$ cat config.mk
export PLATFORM = sky130hd
export DESIGN_NAME = hazard_sequencer
export DESIGN_NICKNAME = d
export VERILOG_FILES = /design/src/rtl/hazard_sequencer.sv
export SDC_FILE = /design/constraint.sdc
export NUM_CORES = 1
export LEC_CHECK = 0
export BUFFER_PORTS_ARGS = -buffer_cell sky130_fd_sc_hd__clkbuf_2
export CAP_MARGIN = 25
export CORE_ASPECT_RATIO = 1.2
export CORE_MARGIN = 8
export CORE_UTILIZATION = 52
export CTS_BUF_LIST = sky130_fd_sc_hd__clkbuf_4
export CTS_CLUSTER_SIZE = 12
export DETAILED_ROUTE_END_ITERATION = 8
export PLACE_DENSITY = 0.82
export SLEW_MARGIN = 10
export SYNTH_ARGS = -nofsm -noshare
export SYNTH_HDL_FRONTEND = slang
export SYNTH_SLANG_ARGS = --single-unit
$ cat constraint.sdc
create_clock -name clk -period 2.3 [get_ports clk]
set_input_delay 0.46 -clock clk [delete_from_list [all_inputs] [get_ports clk]]
set_output_delay 0.46 -clock clk [all_outputs]
set_load 0.02 [all_outputs]
$ cat src/rtl/hazard_sequencer.sv
// Pipeline stall/flush controller: load-use, branch redirect, multi-cycle MDU hold, fetch wait/timeout.
// Stall/flush outputs are combinational; state, counters and fetch_err are registered.
module hazard_sequencer #(
  parameter int MDU_LAT       = 4,
  parameter int FETCH_TIMEOUT = 64
) (
  input  logic       clk,
  input  logic       rst,
  input  logic [4:0] Rs1D,
  input  logic [4:0] Rs2D,
  input  logic [4:0] RdE,
  input  logic       LoadE,
  input  logic       PCSrcE,
  input  logic       MduE,
  input  logic       imem_valid,
  output logic       StallF,
  output logic       StallD,
  output logic       FlushD,
  output logic       StallE,
  output logic       FlushE,
  output logic       FlushM,
  output logic       mdu_done,
  output logic       fetch_err,
  output logic       busy
);

  typedef enum logic {RUN, MDU_BUSY} state_t;

  localparam logic [3:0] MDU_INIT = 4'(MDU_LAT - 2);
  localparam logic [7:0] TO_LAST  = 8'(FETCH_TIMEOUT - 1);

  state_t     state_q, state_d;
  logic [3:0] mdu_cnt_q, mdu_cnt_d;
  logic [7:0] wait_cnt_q, wait_cnt_d;
  logic       fetch_err_q, fetch_err_d;

  logic lu;
  logic stall_f, stall_d, flush_d, stall_e, flush_e, flush_m, done;

  assign lu = LoadE & (RdE != 5'd0) & ((Rs1D == RdE) | (Rs2D == RdE));

  always_comb begin
    state_d   = state_q;
    mdu_cnt_d = mdu_cnt_q;
    stall_f   = 1'b0;
    stall_d   = 1'b0;
    flush_d   = 1'b0;
    stall_e   = 1'b0;
    flush_e   = 1'b0;
    flush_m   = 1'b0;
    done      = 1'b0;
    case (state_q)
      RUN: begin
        if (PCSrcE) begin
          flush_d = 1'b1;
          flush_e = 1'b1;
        end else if (MduE) begin
          stall_f   = 1'b1;
          stall_d   = 1'b1;
          stall_e   = 1'b1;
          flush_m   = 1'b1;
          mdu_cnt_d = MDU_INIT;
          state_d   = MDU_BUSY;
        end else if (lu) begin
          // A load-use stall outranks the fetch-wait bubble in Decode.
          stall_f = 1'b1;
          stall_d = 1'b1;
          flush_e = 1'b1;
        end else if (!imem_valid) begin
          stall_f = 1'b1;
          flush_d = 1'b1;
        end
      end
      MDU_BUSY: begin
        if (mdu_cnt_q != 4'd0) begin
          stall_f   = 1'b1;
          stall_d   = 1'b1;
          stall_e   = 1'b1;
          flush_m   = 1'b1;
          mdu_cnt_d = mdu_cnt_q - 4'd1;
        end else begin
          done    = 1'b1;
          state_d = RUN;
        end
      end
      default: state_d = RUN;
    endcase
  end

  always_comb begin
    wait_cnt_d  = wait_cnt_q;
    fetch_err_d = fetch_err_q;
    if (imem_valid) begin
      wait_cnt_d = 8'd0;
    end else begin
      if (wait_cnt_q != 8'hFF) wait_cnt_d = wait_cnt_q + 8'd1;
      if (wait_cnt_q == TO_LAST) fetch_err_d = 1'b1;
    end
  end

  always_ff @(posedge clk or negedge rst) begin
    if (!rst) begin
      state_q     <= RUN;
      mdu_cnt_q   <= 4'd0;
      wait_cnt_q  <= 8'd0;
      fetch_err_q <= 1'b0;
    end else begin
      state_q     <= state_d;
      mdu_cnt_q   <= mdu_cnt_d;
      wait_cnt_q  <= wait_cnt_d;
      fetch_err_q <= fetch_err_d;
    end
  end

  // Qualify with rst so controls drop the instant reset asserts.
  assign StallF    = rst & stall_f;
  assign StallD    = rst & stall_d;
  assign FlushD    = rst & flush_d;
  assign StallE    = rst & stall_e;
  assign FlushE    = rst & flush_e;
  assign FlushM    = rst & flush_m;
  assign mdu_done  = rst & done;
  assign busy      = rst & (state_q == MDU_BUSY);
  assign fetch_err = fetch_err_q;

endmodule

==> key figures, run 1 <==
Run status
  • Status: finished clean

Critical path
  • Crit path launch type: flip-flop
  • Critical path class: flip-flop to primary output
  • Crit end category: primary output
  • WP data required: 1.84 ns
  • RR Endpoint: mdu_cnt_q[3]
  • Worst Reg-to-Reg Cells: 9
  • FF-to-FF Start: mdu_cnt_q[0]
  • Reg2Reg Setup Slack: between 0.5 and 0.6 ns
  • Arrival @ worst endpoint: 1.78 ns
  • Crit path max fanout: 4

Clock network
  • Clock transition at path regs: 0.09 ns
  • # H-tree levels: 1
  • CTS Sinks: 14
  • Worst-Skew Late Latency: ~0.28 ns
  • CTS Hold Bufs: 0
  • CTS Buf Count: 3
  • Maximum clock path buffer count: 2
  • CTS tree: done
  • Clock root buffer: clkbuf_4

Power
  • Worst VDD drop: 0.0006527 V
  • LEAKAGE: approximately 0.00057 uW
  • Power after layout: 1022 uW
  • Pwr dens: 867.3 nW/um^2

Run
  • Max-cap violations: 0

Place
  • Routability cong.: 0.8149
  • Inst Count DP: 146
  • Hpwl dp: 1697 um
  • Port Buffer Count: 29

STA
  • Slew at the pin closest to its max-slew limit: 0.3647 ns
  • Worst clock skew: 0.008758 ns
  • Maximum clock rate: about 0.45 GHz
  • Final setup fails: 0
  • Fin. Hold Viols: 0
  • Tmin final: 2.241 ns
  • Worst slew margin: 75.46%
  • Fin crit share: 97.45%
  • Final max-slew violation count: 0

Synthesis
  • Most used DFF post-synth: dfrtp_1
  • Seq/Total Area, Yosys: 37.69%
  • Library cells used by synthesis: 32
  • Syn avg cell area: 9.296 sq um
  • Async SR Flop Fraction: 100.0%
  • Mapped Cells: 100
  • Mapped cell area: about 930 sq um
  • FF+latch count, synth: 14
  • Count of warnings emitted by yosys: 0
  • Post-Syn Nets: 124
  • Post-synth EDFFs: 0

Die
  • Starting density of the core: ~56%
  • Floorplan Core Area: 1662 sq um
  • Die area: 3403 sq um
  • Die Width: 54.60 um
  • Height of the die: 62.32 um
  • Row count: 16
  • I/O Pins: 30

Routing
  • Routed WL per cell: 14.29 um
  • Iter 0 DRT Violations: 16
  • DRT antenna net count: 0
  • Drc violations: 0
  • Drt first pass iters: 4
  • Vias/cell: 5.626
  • Via count: 872
  • Final wirelength: 2215 um

Final layout
  • Highest-count cells in the layout ignoring fill and taps: clkbuf_2 (25), dfrtp_1 (14), xnor2_1 (9), nand2_1 (9), buf_4 (9)
  • Fill count: 124
  • Final std cells w/o fill: roughly 160
  • Layout cells sized above 1: around 36%
  • Leading cell type in the layout, fill and taps excluded: clkbuf_2
  • Area grow syn2layout: 26.78%
  • Ant. Diodes: 0
  • Nets: around 160

Global route
  • Global-route wire length before repair: 3822 um
  • Largest net degree at the start of global routing: 15
  • Antenna violations before repair: 0
  • Vias in the first global route: a little over 900
  • Global Route Usage Sum: 14.15%
  • Total gr overflow: 0

Min path
  • Hold Path Class: input pin to asynchronous set/reset pin
==> synthesized netlist by cell type (all sizes together), types with 4 or more instances <==
library cell / n / area share, %
xnor2: 9 / 8.5
xor2: 5 / 4.7
a31oi: 4 / 2.7
dfrtp: 14 / 38
a21oi: 4 / 2.2
o21ai: 4 / 2.2
nor3: 4 / 2.7
nor2: 8 / 3.2
nand2: 9 / 3.6
==> registers in the layout, summed over array words and instances, names as in the netlist <==
register,count
fetch_err,1
mdu_cnt_q,4
state_q,1
wait_cnt_q,8
==> repair_timing <==
action	CTS	global route
setup endpoints to repair	4	5
pin swaps	0	1
setup buffers	2	3
gates resized for setup	1	11
==> worst max-delay path: stages (launching register included) <==
cell and delay [ns]:
dfrtp_1 0.41, inv_2 0.07, ha_1 0.15, nor3b_4 0.21
nor2b_2 0.09, buf_4 0.14, nor3b_1 0.16, a21oi_1 0.09
buf_4 0.17
==> logic make-up (layout without fill, tap and decap cells) <==
family                   count (synthesis)  count (layout)  share of synthesized area [%]
XOR/XNOR                                14              14                          13.19
buffers and inverters                    6              43                          2.827
AND/OR/NAND/NOR                         40              40                          24.63
flip-flops                              14              14                          37.69
AO/OA/AOI/OAI                           21              21                          15.34
multiplexers                             2               2                          2.288
adder cells (fa/ha/maj)                  3               3                          4.038
==> power breakdown <==
part           switching (uW)  internal, uW  total (uW)  leakage (uW)
sequential               70.4           293         364      0.000178
clock                    79.6          62.9         142     0.0000154
combinational             258           258         516      0.000379
==> worst max path at each step <==
stage | to | slack, ns | from
after global routing | StallF | -0.01 | mdu_cnt_q[0]
after detailed placement | FlushE | 0.12 | RdE[0]
after global placement | FlushE | 0.16 | RdE[0]
after CTS | FlushM | 0.003 | mdu_cnt_q[0]
after floorplan | FlushE | 0.22 | RdE[4]
final | StallF | 0.06 | mdu_cnt_q[0]
==> per-stage QoR <==
step                utilization, %  area, sq um  hold slack (ns)  setup TNS, ns  setup WS [ns]
global placement             66.04         1097           0.4478              0         0.1638
detailed placement           66.04         1097           0.4584              0         0.1171
CTS                          68.67         1141           0.1868              0       0.002718
floorplan                        -        929.6           0.1644              0         0.2163
global route                 70.93         1179           0.2092       -0.02196       -0.01300
finish                       70.93         1179           0.1922              0        0.05865
==> per-layer routing <==
metal  wire length (um)  vias to the layer above  global-route usage, %
li1                   -                      433                      -
met1                951                      399                  16.18
met2               1119                       36                  22.73
met3                102                        4                  2.857
met4                 41                        0                  8.025
met5                  0                        -                      0
==> final cells by class <==
type / count / area, sq um / area share (%)
Multi-Input combinational cell: 80 / 565.5 / 47.98
Sequential cell: 14 / 350.3 / 29.72
Timing Repair Buffer: 36 / 202.7 / 17.20
Clock buffer: 3 / 22.52 / 1.911
Tap cell: 18 / 22.52 / 1.911
Inverter: 3 / 11.26 / 0.9554
Clock inverter: 1 / 3.754 / 0.3185
(Power assumes the default switching activity.)
==> run 2: changes to the inputs <==
BUFFER_PORTS_ARGS = -buffer_cell sky130_fd_sc_hd__buf_2   (was -buffer_cell sky130_fd_sc_hd__clkbuf_2)
CELL_PAD_IN_SITES_DETAIL_PLACEMENT = 0   (was default)
CELL_PAD_IN_SITES_GLOBAL_PLACEMENT = 1   (was default)
CORE_UTILIZATION = 38   (was 52)
PLACE_DENSITY = 0.81   (was 0.82)
RECOVER_POWER = 50   (was default)
==> key figures, run 2 (same netlist as run 1, synthesis figures left out) <==
Die
  • Floorplan Core Area: 2306 sq um (+39%)
  • I/O Pins: 30 (unchanged)
  • Row count: 19 (+3)
  • Starting density of the core: 40.31% (-16 points)
  • Die Width: 61.15 um (+12%)
  • Height of the die: 70.18 um (+13%)
  • Die area: 4292 sq um (+26%)

Clock network
  • Clock transition at path regs: 0.09 ns (about the same)
  • # H-tree levels: 1 (unchanged)
  • Clock root buffer: clkbuf_4
  • CTS Buf Count: 3 (unchanged)
  • Worst-Skew Late Latency: 0.28 ns (about the same)
  • CTS tree: done
  • CTS Sinks: 14 (unchanged)
  • Maximum clock path buffer count: 2 (unchanged)

Critical path
  • Critical path class: flip-flop to primary output
  • Crit path launch type: flip-flop
  • WP data required: 1.84 ns (about the same)
  • Crit path max fanout: 4 (unchanged)
  • Reg2Reg Setup Slack: 0.66 ns (+0.12 ns)
  • Crit end category: primary output
  • Arrival @ worst endpoint: 1.75 ns (-0.03 ns)

STA
  • Fin Hold WS: 0.4662 ns (+0.2740 ns)
  • Worst setup margin: 0.08849 ns (+0.02984 ns)
  • Final setup fails: 0 (unchanged)
  • Setup_tns: 0 ns (unchanged)
  • Fin. Hold Viols: 0 (unchanged)
  • Final max-slew violation count: 0 (unchanged)
  • Slew at the pin closest to its max-slew limit: 0.6835 ns (+0.3188 ns)
  • Worst slew margin: 54.43% (-21 points)
  • Fin crit share: 96.15% (-1.3 points)
  • Maximum clock rate: 0.4522 GHz (+1.3%)
  • Worst clock skew: 0.007201 ns (-0.001557 ns)
  • Tmin final: 2.212 ns (-0.02984 ns)

Routing
  • Via count: 866 (-0.69%)
  • Final wirelength: 2193 um (-0.99%)
  • DRT antenna net count: 0 (unchanged)
  • Vias/cell: 5.094 (-9.5%)
  • Iter 0 DRT Violations: 26 (+10)
  • Routed WL per cell: 12.90 um (-9.7%)
  • Drc violations: 0 (unchanged)
  • Drt first pass iters: 4 (unchanged)

Power
  • Worst VDD drop: 0.0003673 V (-44%)
  • Power after layout: 1024 uW (+0.21%)
  • LEAKAGE: 0.0005686 uW (-0.71%)
  • Pwr dens: 838.0 nW/um^2 (-3.4%)

Run status
  • Status: finished clean

Place
  • Routability cong.: 0.7556 (-7.3%)
  • Hpwl dp: 1736 um (+2.3%)
  • Worst slack, placed: 0.1521 ns (+0.03504 ns)
  • DP Area: 1114 sq um (+1.5%)
  • Port Buffer Count: 29 (unchanged)

Final layout
  • Area grow syn2layout: 31.49%
  • Ant. Diodes: 0 (unchanged)
  • Max reg flops: 8 (unchanged)
  • Leading cell type in the layout, fill and taps excluded: buf_2
  • Nets: 164 (+1.2%)
  • Layout cells sized above 1: 35.25% (-0.51 points)
  • Final instance area: 1222 sq um (+3.7%)
  • Highest-count cells in the layout ignoring fill and taps: buf_2 (27), dfrtp_1 (14), xnor2_1 (9), nand2_1 (9), nor2_1 (8)
  • Most flops, register: wait_cnt_q
  • Top flop regs: wait_cnt_q (8), mdu_cnt_q (4)

Min path
  • Hold Path Class: input pin to flip-flop

Global route
  • Vias in the first global route: 941 (+1.2%)
  • Antenna violations before repair: 0 (unchanged)
  • Global Route Usage Sum: 11.82% (-2.3 points)
  • Total gr overflow: 0 (unchanged)
  • Largest net degree at the start of global routing: 14 (-1)
  • Global-route wire length before repair: 4002 um (+4.7%)

Run
  • Max-cap violations: 0 (unchanged)
[run 2: cell type report]
type | count | area (sq um)
fill | 229 | 1084
multi-input combinational | 80 | 583.1
sequential | 14 | 350.3
timing repair buffer | 38 | 212.7
tap | 31 | 38.79
clock buffer | 3 | 22.52
inverter | 3 | 11.26
clock inverter | 1 | 3.754
[run 2: worst paths after layout]
| check | startpoint | endpoint | cells past startpoint |
|---|---|---|---|
| max in group asynchronous | rst | mdu_cnt_q[2] | 3 |
| worst min register to register | fetch_err | fetch_err | 2 |
| min in group asynchronous | rst | mdu_cnt_q[3] | 2 |
| worst max register to register | wait_cnt_q[0] | wait_cnt_q[3] | 6 |
| worst min-delay path | imem_valid | wait_cnt_q[0] | 2 |
| worst max-delay path | mdu_cnt_q[1] | StallD | 8 |
[run 2: worst max-delay path: stages (launching register included)]
cell     delay, ns
dfrtp_1       0.39
inv_2         0.07
ha_4          0.15
nor3b_4       0.15
nor2b_2       0.17
buf_4         0.14
nor2_1        0.03
a21oi_1       0.17
buf_2         0.20
[run 2: routing by layer]
metal | global-route usage, % | share of wire (%) | vias up
met5 | 0 | 0 | -
met4 | 6.234 | 2.2 | 0
met3 | 4.029 | 6.9 | 5
met2 | 18.41 | 49 | 29
met1 | 13.48 | 42 | 400
li1 | - | - | 432
[run 2: report_power, final]
part | switching [uW] | internal, uW | total [uW]
sequential | 64.7 | 293 | 358
combinational | 259 | 263 | 522
clock | 80.9 | 63.0 | 144
total | 405 | 620 | 1020
[run 2: per-stage QoR]
stage	cells	util (%)
2_1_floorplan	100	-
3_3_place_gp	159	48.29
3_5_place_dp	159	48.29
4_1_cts	165	50.30
5_1_grt	170	53.01
6_report	170	53.01
[run 2: what timing repair did]
| action | in CTS | in global routing |
|---|---|---|
| endpoints found under the setup margin | 4 | 4 |
| hold buffers | 1 | 0 |
| setup buffers | 1 | 5 |
| resized for setup | 1 | 10 |
| cloned | 0 | 0 |
| pin swaps | 0 | 2 |
| endpoints found under the hold margin | 1 | 0 |
==> run 3: changes to the inputs <==
RECOVER_POWER = 100   (was 50)
SKIP_LAST_GASP = 1   (was default)
==> key figures, run 3 (same netlist as run 1, synthesis figures left out) <==
Die
  • Starting density of the core: 40.31% (unchanged)
  • Floorplan Core Area: 2306 sq um (unchanged)
  • Die Width: 61.15 um (unchanged)
  • Row count: 19 (unchanged)
  • Die area: 4292 sq um (unchanged)
  • Height of the die: 70.18 um (unchanged)
  • I/O Pins: 30 (unchanged)

STA
  • Worst clock skew: 0.005667 ns (-0.001534 ns)
  • Maximum clock rate: 0.4468 GHz (-1.2%)
  • Worst setup margin: 0.06178 ns (-0.02671 ns)
  • Tmin final: 2.238 ns (+0.02671 ns)
  • Final setup fails: 0 (unchanged)
  • Fin. Hold Viols: 0 (unchanged)
  • Fin crit share: 97.31% (+1.2 points)
  • Slew at the pin closest to its max-slew limit: 0.6810 ns (-0.002517 ns)
  • Final max-slew violation count: 0 (unchanged)
  • Worst slew margin: 54.60% (+0.17 points)

Final layout
  • Final core utilization: 52.63% (-0.38 points)
  • Highest-count cells in the layout ignoring fill and taps: buf_2 (23), dfrtp_1 (14), xnor2_1 (9), nand2_1 (9), nor2_1 (8)
  • Nets: 164 (unchanged)
  • Fill count: 231 (+0.87%)
  • Leading cell type in the layout, fill and taps excluded: buf_2
  • Most flops, register: wait_cnt_q
  • Area grow syn2layout: 30.55%
  • Max reg flops: 8 (unchanged)
  • Layout cells sized above 1: 33.09% (-2.2 points)
  • Top flop regs: wait_cnt_q (8), mdu_cnt_q (4)
  • Ant. Diodes: 0 (unchanged)

Place
  • Worst slack, placed: 0.1521 ns (unchanged)
  • Hpwl dp: 1736 um (unchanged)
  • Port Buffer Count: 29 (unchanged)
  • Routability cong.: 0.7556 (unchanged)

Min path
  • Hold Path Class: flip-flop to flip-flop
  • Hold Path Cell Cnt: 2 (unchanged)

Power
  • Net Switching: 405.9 uW (+0.33%)
  • Sw Share: 39.64% (+0.16 points)
  • Internal power: 617.9 uW (-0.32%)
  • Power after layout: 1024 uW (about the same)
  • Pwr dens: 843.5 nW/um^2 (+0.66%)
  • Combinational share of power: 51.0% (about the same)
  • Clock Power Share: 14.0% (about the same)
  • Seq pwr share: 35.0% (about the same)
  • LEAKAGE: 0.0005495 uW (-3.4%)
  • Worst VDD drop: 0.0003685 V (+0.33%)

Critical path
  • Worst Reg-to-Reg Cells: 6 (unchanged)
  • Arrival @ worst endpoint: 1.78 ns (+0.03 ns)
  • CP max stage delay: 0.39 ns (about the same)
  • Crit end category: primary output
  • Critical path class: flip-flop to primary output
  • Crit-path slowest cell: dfrtp_1
  • Crit path max fanout: 4 (unchanged)
  • Worst-path cell chain: inv_2 > ha_4 > nor3b_4 > nor2b_2 > buf_4 > nor2_1 > a21oi_1 > buf_2
  • WP data required: 1.84 ns (about the same)
  • Crit path launch type: flip-flop

Clock network
  • CTS tree: done
  • Worst-Skew Late Latency: 0.28 ns (about the same)
  • CTS Buf Count: 3 (unchanged)
  • Maximum clock path buffer count: 2 (unchanged)
  • # H-tree levels: 1 (unchanged)
  • Clock transition at path regs: 0.09 ns (about the same)
  • CTS Sinks: 14 (unchanged)
  • Clock root buffer: clkbuf_4

Global route
  • Largest net degree at the start of global routing: 14 (unchanged)
  • Vias in the first global route: 941 (unchanged)
  • Antenna violations before repair: 0 (unchanged)
  • Global Route Usage Sum: 11.82% (unchanged)
  • Global-route wire length before repair: 4002 um (unchanged)
  • Total gr overflow: 0 (unchanged)

Routing
  • Routed WL per cell: 12.96 um (+0.46%)
  • DRT antenna net count: 0 (unchanged)
  • Drc violations: 0 (unchanged)
  • Drt first pass iters: 4 (unchanged)
  • Iter 0 DRT Violations: 25 (-3.8%)
  • Vias/cell: 5.088 (-0.12%)
  • Via count: 865 (-0.12%)
  • Final wirelength: 2203 um (+0.46%)

Run
  • Max-cap violations: 0 (unchanged)

Run status
  • Status: finished clean
-- run 3: area by class of cell --
cell class / count / area, sq um / area share [%]
clock buffer: 3 / 22.52 / 1.856
tap: 31 / 38.79 / 3.196
multi-input combinational: 80 / 576.8 / 47.53
sequential: 14 / 350.3 / 28.87
clock inverter: 1 / 3.754 / 0.3093
inverter: 3 / 11.26 / 0.9278
timing repair buffer: 38 / 210.2 / 17.32
-- run 3: repair_timing --
action,in CTS,in global routing
hold buffers,1,0
pin swaps,0,2
endpoints found under the setup margin,4,4
buffers inserted,1,5
hold endpoints to repair,1,0
gates resized for setup,1,10
-- run 3: final timing paths --
path,from,end,slack [ns]
max,mdu_cnt_q[1],StallD,0.06
min,fetch_err,fetch_err,0.47
max reg2reg,wait_cnt_q[0],wait_cnt_q[3],0.55
min reg2reg,fetch_err,fetch_err,0.47
max in group asynchronous,rst,wait_cnt_q[1],0.97
min in group asynchronous,rst,mdu_cnt_q[3],0.52
-- run 3: through the flow --
stage,instance area (sq um),hold WS (ns),setup TNS (ns),std cells
floorplan,929.6,0.1644,0,100
global placement,1114,0.2744,0,159
detailed placement,1114,0.2791,0,159
CTS,1160,0.4675,0,165
global route,1214,0.4805,-0.02481,170
finish,1214,0.4697,0,170
-- run 3: worst max-delay path, delay by kind of cell (launching register included) --
kind / cells / cell delay (ns)
flip-flops: 1 / 0.39
adder cells (fa/ha/maj): 1 / 0.15
AO/OA/AOI/OAI: 1 / 0.18
buffers and inverters: 3 / 0.41
AND/OR/NAND/NOR: 3 / 0.35
-- run 3: power by group through the flow --
stage               sequential, uW  clock [uW]  combinational (uW)
floorplan                      332           0                 307
global placement               360           0                 392
detailed placement             362           0                 400
CTS                            351         150                 429
global route                   369         160                 585
finish                         358         143                 522
-- run 3: routing by layer --
| layer | wire (um) | track usage (%) | up-vias | share of wire, % |
|---|---|---|---|---|
| li1 | - | - | 437 | - |
| met1 | 943 | 13.48 | 398 | 43 |
| met2 | 1067 | 18.41 | 25 | 48 |
| met3 | 142 | 4.029 | 5 | 6.4 |
| met4 | 49 | 6.234 | 0 | 2.2 |
| met5 | 0 | 0 | - | 0 |
